==> src/rtl/spram_rd_verify_pkg.sv <==
// Shared definitions for the single-port RAM verifier and its write-side partner.
// The default geometry and the expected-pattern function keep both ends in agreement.
package spram_rd_verify_pkg;

  typedef enum logic [1:0] {
    ST_IDLE  = 2'd0,
    ST_READ  = 2'd1,
    ST_DRAIN = 2'd2,
    ST_FIN   = 2'd3
  } state_t;

  localparam int DEF_ADDR_W = 5;
  localparam int DEF_DATA_W = 8;
  localparam int DEF_DEPTH  = 32;
  localparam int DEF_RD_LAT = 2;

  // Callers truncate the result to their data width, giving the modulo- 2^DATA_W wrap.
  function automatic logic [31:0] exp_data(input logic [31:0] base, input logic [31:0] addr);
    return base + addr;
  endfunction

endpackage

==> src/rtl/spram_rd_pipe.sv <==
// RD_LAT-deep {valid, addr} delay line that lines each issued read up with its RAM data.
// The pending flag covers every stage except the tail, which is consumed in the current cycle.
module spram_rd_pipe #(
  parameter int ADDR_W = 5,
  parameter int RD_LAT = 2
) (
  input  logic              sys_clk,
  input  logic              sys_rst_n,
  input  logic              in_valid,
  input  logic [ADDR_W-1:0] in_addr,
  output logic              tail_valid,
  output logic [ADDR_W-1:0] tail_addr,
  output logic              pending
);

  logic [RD_LAT-1:0] vld;
  logic [ADDR_W-1:0] adr [RD_LAT];

  always_ff @(posedge sys_clk or negedge sys_rst_n) begin
    if (!sys_rst_n) begin
      vld <= '0;
      for (int i = 0; i < RD_LAT; i++) adr[i] <= '0;
    end else begin
      vld[0] <= in_valid;
      adr[0] <= in_addr;
      for (int i = 1; i < RD_LAT; i++) begin
        vld[i] <= vld[i-1];
        adr[i] <= adr[i-1];
      end
    end
  end

  always_comb begin
    pending = 1'b0;
    for (int i = 0; i < RD_LAT - 1; i++) pending = pending | vld[i];
  end

  assign tail_valid = vld[RD_LAT-1];
  assign tail_addr  = adr[RD_LAT-1];

endmodule

==> src/rtl/spram_rd_verify.sv <==
// Read-side verifier: sweeps the RAM once per start, compares against the incrementing
// pattern and reports pass, mismatch count and first failing address.
//
// state    | meaning
// ST_IDLE  | waiting for start; results held from the last sweep
// ST_READ  | one read per cycle, addresses 0..DEPTH-1
// ST_DRAIN | reads issued, waiting for outstanding results
// ST_FIN   | last compare done; pulse done and publish pass
module spram_rd_verify
  import spram_rd_verify_pkg::*;
#(
  parameter int ADDR_W    = DEF_ADDR_W,
  parameter int DATA_W    = DEF_DATA_W,
  parameter int DEPTH     = DEF_DEPTH,
  parameter int RD_LAT    = DEF_RD_LAT,
  parameter int DATA_BASE = 0
) (
  input  logic              sys_clk,
  input  logic              sys_rst_n,
  input  logic              start,
  output logic              ram_rd_en,
  output logic [ADDR_W-1:0] ram_addr,
  input  logic [DATA_W-1:0] ram_rd_data,
  output logic              busy,
  output logic              done,
  output logic              pass,
  output logic [ADDR_W:0]   err_cnt,
  output logic [ADDR_W-1:0] err_addr
);

  localparam logic [ADDR_W-1:0] LAST_ADDR = ADDR_W'(DEPTH - 1);
  localparam logic [ADDR_W:0]   CNT_MAX   = (ADDR_W+1)'(DEPTH);

  state_t            state, state_nxt;
  logic              first_err;
  logic              tail_valid;
  logic [ADDR_W-1:0] tail_addr;
  logic              pending;
  logic [DATA_W-1:0] exp_word;
  logic              mismatch;

  spram_rd_pipe #(
    .ADDR_W (ADDR_W),
    .RD_LAT (RD_LAT)
  ) u_pipe (
    .sys_clk    (sys_clk),
    .sys_rst_n  (sys_rst_n),
    .in_valid   (ram_rd_en),
    .in_addr    (ram_addr),
    .tail_valid (tail_valid),
    .tail_addr  (tail_addr),
    .pending    (pending)
  );

  assign exp_word = DATA_W'(exp_data(32'(DATA_BASE), 32'(tail_addr)));
  assign mismatch = tail_valid && (ram_rd_data != exp_word);

  always_ff @(posedge sys_clk or negedge sys_rst_n) begin
    if (!sys_rst_n) state <= ST_IDLE;
    else            state <= state_nxt;
  end

  always_comb begin
    state_nxt = state;
    case (state)
      ST_IDLE:  if (start) state_nxt = ST_READ;
      ST_READ:  if (ram_addr == LAST_ADDR) state_nxt = ST_DRAIN;
      // The tail entry is compared on this edge, so only earlier stages keep us here.
      ST_DRAIN: if (!pending) state_nxt = ST_FIN;
      ST_FIN:   state_nxt = ST_IDLE;
      default:  state_nxt = ST_IDLE;
    endcase
  end

  always_ff @(posedge sys_clk or negedge sys_rst_n) begin
    if (!sys_rst_n) begin
      ram_rd_en <= 1'b0;
      ram_addr  <= '0;
      busy      <= 1'b0;
      done      <= 1'b0;
      pass      <= 1'b0;
      err_cnt   <= '0;
      err_addr  <= '0;
      first_err <= 1'b0;
    end else begin
      done <= 1'b0;
      case (state)
        ST_IDLE: begin
          if (start) begin
            busy      <= 1'b1;
            ram_addr  <= '0;
            ram_rd_en <= 1'b1;
            err_cnt   <= '0;
            err_addr  <= '0;
            pass      <= 1'b0;
            first_err <= 1'b0;
          end
        end
        ST_READ: begin
          if (ram_addr == LAST_ADDR) ram_rd_en <= 1'b0;
          else                       ram_addr  <= ram_addr + 1'b1;
        end
        ST_FIN: begin
          done <= 1'b1;
          busy <= 1'b0;
          pass <= (err_cnt == '0);
        end
        default: ;
      endcase

      if (mismatch) begin
        if (err_cnt != CNT_MAX) err_cnt <= err_cnt + 1'b1;
        if (!first_err) begin
          err_addr  <= tail_addr;
          first_err <= 1'b1;
        end
      end
    end
  end

endmodule

==> config.mk <==
export PLATFORM = sky130hd
export DESIGN_NAME = spram_rd_verify
export DESIGN_NICKNAME = d
export VERILOG_FILES = /design/src/rtl/spram_rd_verify_pkg.sv /design/src/rtl/spram_rd_pipe.sv /design/src/rtl/spram_rd_verify.sv
export SDC_FILE = /design/constraint.sdc
export NUM_CORES = 1
export LEC_CHECK = 0
export ABC_CLOCK_PERIOD_IN_PS = 5300
export CELL_PAD_IN_SITES_DETAIL_PLACEMENT = 1
export CELL_PAD_IN_SITES_GLOBAL_PLACEMENT = 1
export CORE_UTILIZATION = 40
export CTS_BUF_LIST = sky130_fd_sc_hd__clkbuf_16
export DETAILED_ROUTE_END_ITERATION = 8
export MAX_ROUTING_LAYER = met4
export PLACE_DENSITY = 0.86
export SLEW_MARGIN = 20
export SYNTH_ARGS = -nofsm -noshare
export SYNTH_HDL_FRONTEND = slang
export SYNTH_SLANG_ARGS = --single-unit
==> constraint.sdc <==
create_clock -name sys_clk -period 5.3 [get_ports sys_clk]
set_input_delay 1.325 -clock sys_clk [delete_from_list [all_inputs] [get_ports sys_clk]]
set_output_delay 1.325 -clock sys_clk [all_outputs]
set_load 0.005 [all_outputs]
==> results.tsv <==
metric	value	unit
outcome	finished clean	
final_common_cell	dfrtp_1	
synth.avg_cell_area	11.21	sq um
fin_cells	227	
worstSetupStartpointType	primary input	
cts_tree	yes	
grt_setup_unrepaired	no	
met1_usage	0.2227	
skew	4.889	ps
drtIter0Drc	56	
grt_pass1_wl	6568	microns
antennaDiodeCount	0	
fin_crit_sh	0.5777	
grt_pass1_vias	1329	
synth_area	0.001603	sq mm
grtUsageTotal	0.2185	
drc	0	
worst_ep_arrival_time	3250	ps
place_hpwl	2496	microns
synth-seq-area-share	0.5464	
clk_latency	280	ps
cp_max_fo	10	
p_per_area	595.3	mW/mm^2
vias_per_cell	5.300	
regArea	875.8	sq um
fin_area	0.002141	sq mm
clockBufferDepth	2	
num_vias	1203	
ctsResizeCount	0	
nNetsFinal	198	
setup_violations	0	
fin_crit	3062	ps
fill_cells	415	
ir_drop	0.3132	mV
fin_setup_tns	0	ps
cts.clk_slew.worst_paths	60	ps
syn-num-nets	163	
cts_buffers	5	
ant_nets	0	
criticalPathCategory	primary input to register	
synth_cells	143	
grt.overflow.total	0	
finalHoldViolCount	0	
maxCapViolCount	0	
placed_area	0.001952	sq mm
wl	3888	microns
crit_required	5490	ps
power_leakage	0.9857	nW
multi_input_area	663.1	sq um
start_util	0.4281	
slew_headroom	0.5076	
antenna_found_initial	0	
grt_max_degree	36	
worst_pin_slew	728.4	ps
dpl.cell_count	219	
fp-row-count	22	
ctsRootBufferMaster	clkbuf_16	
die_h	65.30	microns
ioPinCount	31	
fp.dieArea	0.004264	sq mm
yosys_warnings	0	
syn2layout_area_growth	33.57	%
postCtsHoldBufs	0	
timing_max_transition_violations_final	0	
port_buffers	30	
hold_class	register to register	
busiest_layer	met2	
grtUsageMet3	0.04688	
final_layout_size_suffix_gt1_frac	0.07263	
routedWlPerCell	17.13	microns
synth_cell_types	28	
gp_congestion	0.9000	
layout_common_cells	dfrtp_1 (35), clkdlybuf4s50_1 (30), nand2_1 (17), inv_1 (13), o21ai_0 (11)	
crit_path_end_kind	register	
h-tree-depth	2	
use_met2	0.4046	
timing.hold.ws	343.2	ps
core	0.003744	sq mm
max_freq	0.3266	GHz
synth-seq-cells	35	
postCtsSetupBuffers	0	
firstDrtPassIters	4	
die_w	65.30	microns
clock_sinks	35	
[worst paths after layout]
path | start | end | slack [ps] | cells past startpoint
worst min register to register | u_pipe.adr[8]$_DFF_PN0_ | u_pipe.tail_addr[3]$_DFF_PN0_ | 340 | 0
worst max-delay path | ram_rd_data[1] | err_addr[2]$_DFF_PN0_ | 2240 | 6
min in group asynchronous | sys_rst_n | err_addr[1]$_DFF_PN0_ | 1460 | 2
worst min-delay path | u_pipe.adr[8]$_DFF_PN0_ | u_pipe.tail_addr[3]$_DFF_PN0_ | 340 | 0
worst max register to register | state[0]$_DFFE_PN0P_ | ram_addr[0]$_DFFE_PN0P_ | 3210 | 6
max in group asynchronous | sys_rst_n | ram_addr[2]$_DFFE_PN0P_ | 3530 | 2
[cell usage after synthesis (all sizes together)]
| master | instances | share of area |
|---|---|---|
| a21o | 2 | 0.0094 |
| a21oi | 4 | 0.012 |
| a221o | 1 | 0.0062 |
| a22o | 5 | 0.027 |
| a22oi | 1 | 0.0047 |
| and3 | 1 | 0.0039 |
| buf | 1 | 0.0070 |
| clkbuf | 2 | 0.0047 |
| dfrtp | 35 | 0.55 |
| ha | 9 | 0.070 |
| inv | 12 | 0.028 |
| mux2 | 3 | 0.021 |
| mux2i | 9 | 0.056 |
| nand2 | 17 | 0.040 |
| nand2b | 2 | 0.0078 |
| nand3 | 4 | 0.012 |
| nand4 | 3 | 0.012 |
| nor2 | 4 | 0.0094 |
| nor2b | 2 | 0.0078 |
| nor3 | 3 | 0.0094 |
| nor4b | 1 | 0.0055 |
| o211ai | 1 | 0.0047 |
| o21ai | 12 | 0.044 |
| or2 | 1 | 0.0039 |
| or4 | 1 | 0.0070 |
| xnor2 | 4 | 0.022 |
| xor2 | 3 | 0.016 |
[cells by family (layout without fill, tap and decap cells)]
| group | count (synthesis) | count (layout) | synth area share |
|---|---|---|---|
| flip-flops | 35 | 35 | 0.5464 |
| XOR/XNOR | 7 | 7 | 0.03825 |
| multiplexers | 12 | 12 | 0.07728 |
| AO/OA/AOI/OAI | 26 | 26 | 0.1093 |
| buffers and inverters | 15 | 51 | 0.03981 |
| adder cells (fa/ha/maj) | 9 | 9 | 0.07026 |
| AND/OR/NAND/NOR | 39 | 39 | 0.1187 |
[where the power goes]
group / switching, W / total [W] / internal [W]
clock: 0.000111 / 0.000379 / 0.000268
combinational: 0.000205 / 0.000439 / 0.000235
sequential: 0.0000933 / 0.000457 / 0.000363
total: 0.000409 / 0.00127 / 0.000865
[worst max-delay path: stages]
cell	delay (ps)
clkdlybuf4s50_1	410
xor2_1	160
or4_4	440
o21ai_4	280
or2_1	340
mux2i_1	290
[metrics by stage]
step | utilization | power (W) | setup WS, ps
floorplan | - | 0.0006901 | 2548
finish | 0.5719 | 0.001274 | 2238
global route | 0.5719 | 0.001359 | 2109
global placement | 0.5214 | 0.0008514 | 2074
detailed placement | 0.5214 | 0.0008871 | 1996
CTS | 0.5719 | 0.001289 | 2185
[area by class of cell]
type / instances / share of cell area
flip-flops and latches: 35 / 0.4091
clock inverters: 3 / 0.02981
inverters: 12 / 0.02104
multi-input cells: 93 / 0.3098
repair buffers: 31 / 0.1438
well taps: 48 / 0.02805
clock buffers: 5 / 0.05845
[registers in the layout, indices dropped and copies added (netlist names)]
signal	count
ram_addr	5
u_pipe.vld	2
first_err	1
u_pipe.adr	5
err_cnt	6
state	2
u_pipe.tail_addr	5
err_addr	5
pass	1
ram_rd_en	1
done	1
busy	1
[per-layer routing]
metal	part of all wire	wire [microns]
met1	0.39	1508
met2	0.55	2139
met3	0.038	147
met4	0.024	94
met5	0	0
No activity file was read; power rests on OpenSTA's default activity.
